--- config.mk ---
export PLATFORM = sky130hd
export DESIGN_NAME = weight_bram_sequencer
export DESIGN_NICKNAME = d
export VERILOG_FILES = /design/src/rtl/weight_bram_sequencer.sv
export SDC_FILE = /design/constraint.sdc
export NUM_CORES = 1
export LEC_CHECK = 0
export ABC_AREA = 1
export CORE_MARGIN = 8
export CORE_UTILIZATION = 33
export CTS_BUF_LIST = sky130_fd_sc_hd__clkbuf_8 sky130_fd_sc_hd__clkbuf_16
export DETAILED_ROUTE_END_ITERATION = 16
export MAX_ROUTING_LAYER = met4
export PLACE_DENSITY = 0.85
export SYNTH_ARGS = -nofsm -noshare
export SYNTH_HDL_FRONTEND = slang
export SYNTH_SLANG_ARGS = --single-unit
--- constraint.sdc ---
create_clock -name CLK -period 1.6 [get_ports CLK]
set_clock_uncertainty 0.15 [all_clocks]
set_input_delay 0.16 -clock CLK [delete_from_list [all_inputs] [get_ports CLK]]
set_output_delay 0.16 -clock CLK [all_outputs]
set_load 0.01 [all_outputs]
--- src/rtl/weight_bram_sequencer.sv ---
// Write/read sequencer for one single-port weight BRAM (negedge-clocked, 1-deep read).
// LOAD streams DEPTH words into addresses 0..DEPTH-1; FETCH streams them back to the MAC with LAST.
module weight_bram_sequencer #(
  parameter int unsigned DEPTH = 28,
  parameter int unsigned AW    = 5,
  parameter int unsigned DW    = 16
) (
  input  logic          CLK,
  input  logic          RST_N,
  input  logic          LD_START,
  input  logic          LD_VALID,
  input  logic [DW-1:0] LD_DATA,
  output logic          LD_READY,
  output logic          LD_DONE,
  input  logic          FETCH_START,
  output logic [DW-1:0] W_DATA,
  output logic          W_VALID,
  input  logic          W_READY,
  output logic          W_LAST,
  output logic          BUSY,
  output logic [AW-1:0] BRAM_ADDR,
  output logic [DW-1:0] BRAM_DI,
  output logic          BRAM_EN,
  output logic          BRAM_WE,
  input  logic [DW-1:0] BRAM_DO
);

  localparam logic [AW-1:0] LAST_IDX = AW'(DEPTH - 1);

  typedef enum logic [1:0] {
    IDLE  = 2'd0,
    LOAD  = 2'd1,
    FETCH = 2'd2,
    DRAIN = 2'd3
  } state_t;

  state_t        state_q, state_d;
  logic [AW-1:0] wr_cnt_q, wr_cnt_d;
  logic [AW-1:0] rd_cnt_q, rd_cnt_d;
  logic          w_valid_q, w_valid_d;
  logic          w_last_q, w_last_d;
  logic          ld_done_q, ld_done_d;
  logic          issue;
  logic          ld_ready_c, bram_en_c, bram_we_c;
  logic [AW-1:0] bram_addr_c;
  logic [DW-1:0] bram_di_c;

  // State and counter registers
  always_ff @(posedge CLK) begin
    if (!RST_N) begin
      state_q   <= IDLE;
      wr_cnt_q  <= '0;
      rd_cnt_q  <= '0;
      w_valid_q <= 1'b0;
      w_last_q  <= 1'b0;
      ld_done_q <= 1'b0;
    end else begin
      state_q   <= state_d;
      wr_cnt_q  <= wr_cnt_d;
      rd_cnt_q  <= rd_cnt_d;
      w_valid_q <= w_valid_d;
      w_last_q  <= w_last_d;
      ld_done_q <= ld_done_d;
    end
  end

  // Next-state, counter updates and BRAM port drive
  always_comb begin
    state_d     = state_q;
    wr_cnt_d    = wr_cnt_q;
    rd_cnt_d    = rd_cnt_q;
    w_valid_d   = w_valid_q;
    w_last_d    = w_last_q;
    ld_done_d   = 1'b0;
    issue       = 1'b0;
    ld_ready_c  = 1'b0;
    bram_en_c   = 1'b0;
    bram_we_c   = 1'b0;
    bram_addr_c = '0;
    bram_di_c   = '0;

    case (state_q)
      IDLE: begin
        wr_cnt_d = '0;
        rd_cnt_d = '0;
        if (LD_START) begin
          state_d = LOAD;
        end else if (FETCH_START) begin
          state_d = FETCH;
        end
      end

      LOAD: begin
        ld_ready_c  = 1'b1;
        bram_en_c   = LD_VALID;
        bram_we_c   = LD_VALID;
        bram_addr_c = wr_cnt_q;
        bram_di_c   = LD_DATA;
        if (LD_VALID) begin
          if (wr_cnt_q == LAST_IDX) begin
            wr_cnt_d  = '0;
            ld_done_d = 1'b1;
            state_d   = IDLE;
          end else begin
            wr_cnt_d = wr_cnt_q + AW'(1);
          end
        end
      end

      FETCH: begin
        // Only read when the output slot is free or being emptied, so BRAM_DO holds under stall
        issue       = !w_valid_q || W_READY;
        bram_en_c   = issue;
        bram_addr_c = rd_cnt_q;
        if (issue) begin
          w_valid_d = 1'b1;
          w_last_d  = (rd_cnt_q == LAST_IDX);
          if (rd_cnt_q == LAST_IDX) begin
            rd_cnt_d = '0;
            state_d  = DRAIN;
          end else begin
            rd_cnt_d = rd_cnt_q + AW'(1);
          end
        end
      end

      DRAIN: begin
        if (w_valid_q && W_READY && w_last_q) begin
          w_valid_d = 1'b0;
          w_last_d  = 1'b0;
          state_d   = IDLE;
        end
      end

      default: state_d = IDLE;
    endcase

    // Keep the BRAM quiet while reset is asserted so its contents survive a mid-pass reset
    if (!RST_N) begin
      ld_ready_c  = 1'b0;
      bram_en_c   = 1'b0;
      bram_we_c   = 1'b0;
      bram_addr_c = '0;
      bram_di_c   = '0;
    end
  end

  assign LD_READY  = ld_ready_c;
  assign LD_DONE   = ld_done_q;
  assign W_DATA    = BRAM_DO;
  assign W_VALID   = w_valid_q;
  assign W_LAST    = w_last_q;
  assign BUSY      = (state_q != IDLE);
  assign BRAM_ADDR = bram_addr_c;
  assign BRAM_DI   = bram_di_c;
  assign BRAM_EN   = bram_en_c;
  assign BRAM_WE   = bram_we_c;

endmodule

==> flow_metrics.env <==
export IMPL_gpl_final_weighted_congestion=0.8732
export IMPL_fin_crit_ps=1740
export IMPL_r2r_end="rd_cnt_q[3]"
export IMPL_remaining_max_slew_budget_at_the_tightest_pin=0.8204
export IMPL_fin_ws_ps=-139.6
export IMPL_worst_setup_path_end_kind="output port"
export IMPL_synth_edf_count=0
export IMPL_grt_busiest_layer="met2"
export IMPL_grtUsageTotal=0.1390
export IMPL_layout_worst_path_cycle_share=1.087
export IMPL_synth_fp_nets=243
export IMPL_final_slew_violations=0
export IMPL_critPathLaunchType="register"
export IMPL_via_count=1515
export IMPL_clock_path_buffers=2
export IMPL_crit_path_max_fanout=5
export IMPL_yosys_most_used_dff="dfxtp_1"
export IMPL_timing_worst_setup_path_type="register to output port"
export IMPL_timing_reg2reg_setup_slack_ps=-130
export IMPL_diodes=0
export IMPL_design_die_area_um2=6075
export IMPL_die_h_um=77.95
export IMPL_insertion_delay_ps=250
export IMPL_design_core_area_um2=3689
export IMPL_worst_ir_drop_vdd_mv=1.152
export IMPL_hold_fix_buffers_at_cts=0
export IMPL_postLayoutCoreUtil=0.5858
export IMPL_timing_fmax_ghz=0.5749
export IMPL_hold_path_end="W_DATA[11]"
export IMPL_setup_violations_final=32
export IMPL_global_route_overflow_total=0
export IMPL_vias_per_cell=4.779
export IMPL_run_status="finished, violations left"
export IMPL_syn_inst=199
export IMPL_detailedPlacementHpwl_um=2970
export IMPL_cp_slowest_cell="dfxtp_4"
export IMPL_drt_iter0_drc=90
export IMPL_drtAntennaViolNets=0
export IMPL_drt_total_wl_um=4697
export IMPL_design_portCount=82
export IMPL_grt_pass1_vias=1482
export IMPL_finish_instance_area_um2=2161
export IMPL_nNetsFinal=314
export IMPL_mappedNetlistArea_um2=1266
export IMPL_wire_per_inst_um=14.82
export IMPL_slowest_delay_ps=360
export IMPL_placement_rows=22
export IMPL_io_buffer_count=49
export IMPL_avgSynthCellArea_um2=6.363
export IMPL_route_detailed_drc=0
export IMPL_worstRegToRegCells=11
export IMPL_floorplan_initialDensity=0.3433
export IMPL_asyncSetResetFlopFracSynth=0
export IMPL_tritoncts_num_buffers=3
export IMPL_deepest_level_of_the_cts_h_tree=1
export IMPL_cts_sinks=15
export IMPL_post_place_ws_ps=-454.6
export IMPL_final_hold_violation_count=0
export IMPL_die_width_um=77.95
export IMPL_power_density_nw_per_um2=1489
export IMPL_cap_violations=0
export IMPL_critPathArrivalTime_ps=1430
export IMPL_synth_seq_area_share=0.2372
export IMPL_grt_antenna_before_repair=0
export IMPL_ys_ff_latch=15
export IMPL_drt_pre_antenna_iters=4
export IMPL_synthesis_yosys_warnings=0
export IMPL_grt_setup_unrepaired="yes"
export IMPL_hp_start="BRAM_DO[11]"
export IMPL_worstHoldPathCells=0
export IMPL_tritoncts_clock_tree="yes"
export IMPL_tns_ps=-2949
export IMPL_fin_worst_hold_slack_ps=170.0
export IMPL_grt_use_met2=0.2414
export IMPL_cts_reportedPaths_clkPinSlew_ps=60
export IMPL_synth_top_area_frac=0.2372
export IMPL_crit_path_cell_trace="buf_6 -> ha_4 -> buf_6 -> buf_4 -> nand2_1 -> a21oi_4 -> buf_2"
export IMPL_layout_drive_gt1_share=0.4572
export IMPL_worst_path_most_repeated_cell="buf_6"
export IMPL_synth_largest_area_cell="dfxtp_1"
export IMPL_p_leak_nw=1.076
export IMPL_grt_met1_usage=0.1437
export IMPL_wire_length_of_the_first_global_routing_pass_um=6803
export IMPL_timing_hold_worst_class="input pin to output port"
export IMPL_cts_root_buffer="clkbuf_8"
export IMPL_dpl_cell_area_um2=1847
export IMPL_synth_lib_cells_used_distinct=27
export IMPL_violations="negative setup slack"
export IMPL_required_time_of_the_critical_path_ps=1290
export IMPL_pin_count_of_the_biggest_net_entering_global_routing=18
export IMPL_global_route_track_usage_on_met3=0.03917
export IMPL_critical_path_reg2reg_startpoint="state_q[1]"
export IMPL_area_growth_syn_to_layout_pct=70.65
export IMPL_synth_top_cells_by_area="dfxtp_1 24%, nand2_1 12%, inv_1 10%"
export IMPL_tightest_slew_ps=268.4
==> through the flow <==
stage,std cells,power (mW)
after floorplan,199,1.465
after global placement,297,2.065
after detailed placement,297,2.096
after CTS,311,2.792
after global routing,317,3.405
final,317,3.217
==> registers in the layout, summed over array words and instances, names as in the netlist <==
name	count
rd_cnt_q	5
LD_DONE	1
W_VALID	1
wr_cnt_q	5
W_LAST	1
state_q	2
==> cells by family after synthesis <==
kind of cell,Yosys count,share of synthesized area
AO/OA/AOI/OAI,22,0.09981
XOR/XNOR,2,0.01384
adder cells (fa/ha/maj),6,0.05929
buffers and inverters,58,0.2332
flip-flops,15,0.2372
AND/OR/NAND/NOR,96,0.3567
==> repair_timing <==
action / 4_1_cts / 5_1_grt
buffers inserted: 10 / 5
endpoints found under the setup margin: 37 / 39
resized for setup: 133 / 33
pin swaps: 11 / 15
gates cloned: 0 / 1
==> cell usage in the layout, fill, tap and decap left out, types with 2 or more instances in the layout <==
cell             instances
a21oi_2                  5
a21oi_4                  2
dlygate4sd2_1            2
buf_2                   23
nor2_1                  20
nand2_4                  7
nor2_2                  13
clkbuf_8                 3
nor2_4                   3
nor3_1                   2
dfxtp_4                  2
clkdlybuf4s50_1         22
inv_4                    3
dfxtp_1                 11
inv_2                    3
a21oi_1                  6
nand3_1                  5
o21ai_2                  2
xor2_1                   2
buf_12                   3
inv_1                   32
o21ai_0                  3
buf_4                   24
ha_4                     3
dfxtp_2                  2
nand2_2                  7
nand3_2                  2
buf_6                   10
ha_1                     3
nand2_1                 32
==> cells in the mapped netlist, types with 3 or more instances <==
library cell  instances
dfxtp_1              15
nor3_1                3
a21oi_1              13
inv_2                 3
nor2_1               31
buf_4                16
ha_1                  6
nand2_2               5
inv_1                34
o21ai_0               4
nor2_2                3
nand2_1              39
nand3_1               7
==> area by class of cell <==
type | instances | area [µm²]
clock buffer | 3 | 41.29
multi-input combinational | 126 | 852.1
fill | 315 | 1528
sequential | 15 | 310.3
clock inverter | 1 | 3.754
inverter | 38 | 150.1
tap | 48 | 60.06
timing repair buffer | 86 | 743.2
==> worst max path at each step <==
stage	slack, ps	cells after the start	from	end
after global routing	-210	11	state_q[1]	rd_cnt_q[3]
after global placement	-440	6	RST_N	BRAM_DI[0]
final	-140	7	state_q[1]	BRAM_ADDR[3]
after CTS	-120	6	state_q[0]	BRAM_ADDR[1]
after detailed placement	-450	6	RST_N	BRAM_DI[0]
after floorplan	110	7	state_q[1]	wr_cnt_q[3]
==> per-layer routing <==
layer,part of all wire,vias up
li1,-,727
met1,0.40,692
met2,0.50,78
met3,0.082,18
met4,0.018,0
met5,0,-
==> critical path, delay by kind of cell (launching register included) <==
kind	cells	cell delay, ps
buffers and inverters	4	490
flip-flops	1	360
adder cells (fa/ha/maj)	1	170
AND/OR/NAND/NOR	1	100
AO/OA/AOI/OAI	1	60
==> where the power goes <==
part / switching [mW] / internal (mW)
sequential: 0.0754 / 0.446
clock: 0.144 / 0.170
combinational: 1.20 / 1.18
Power figures use the tool's default switching activity.
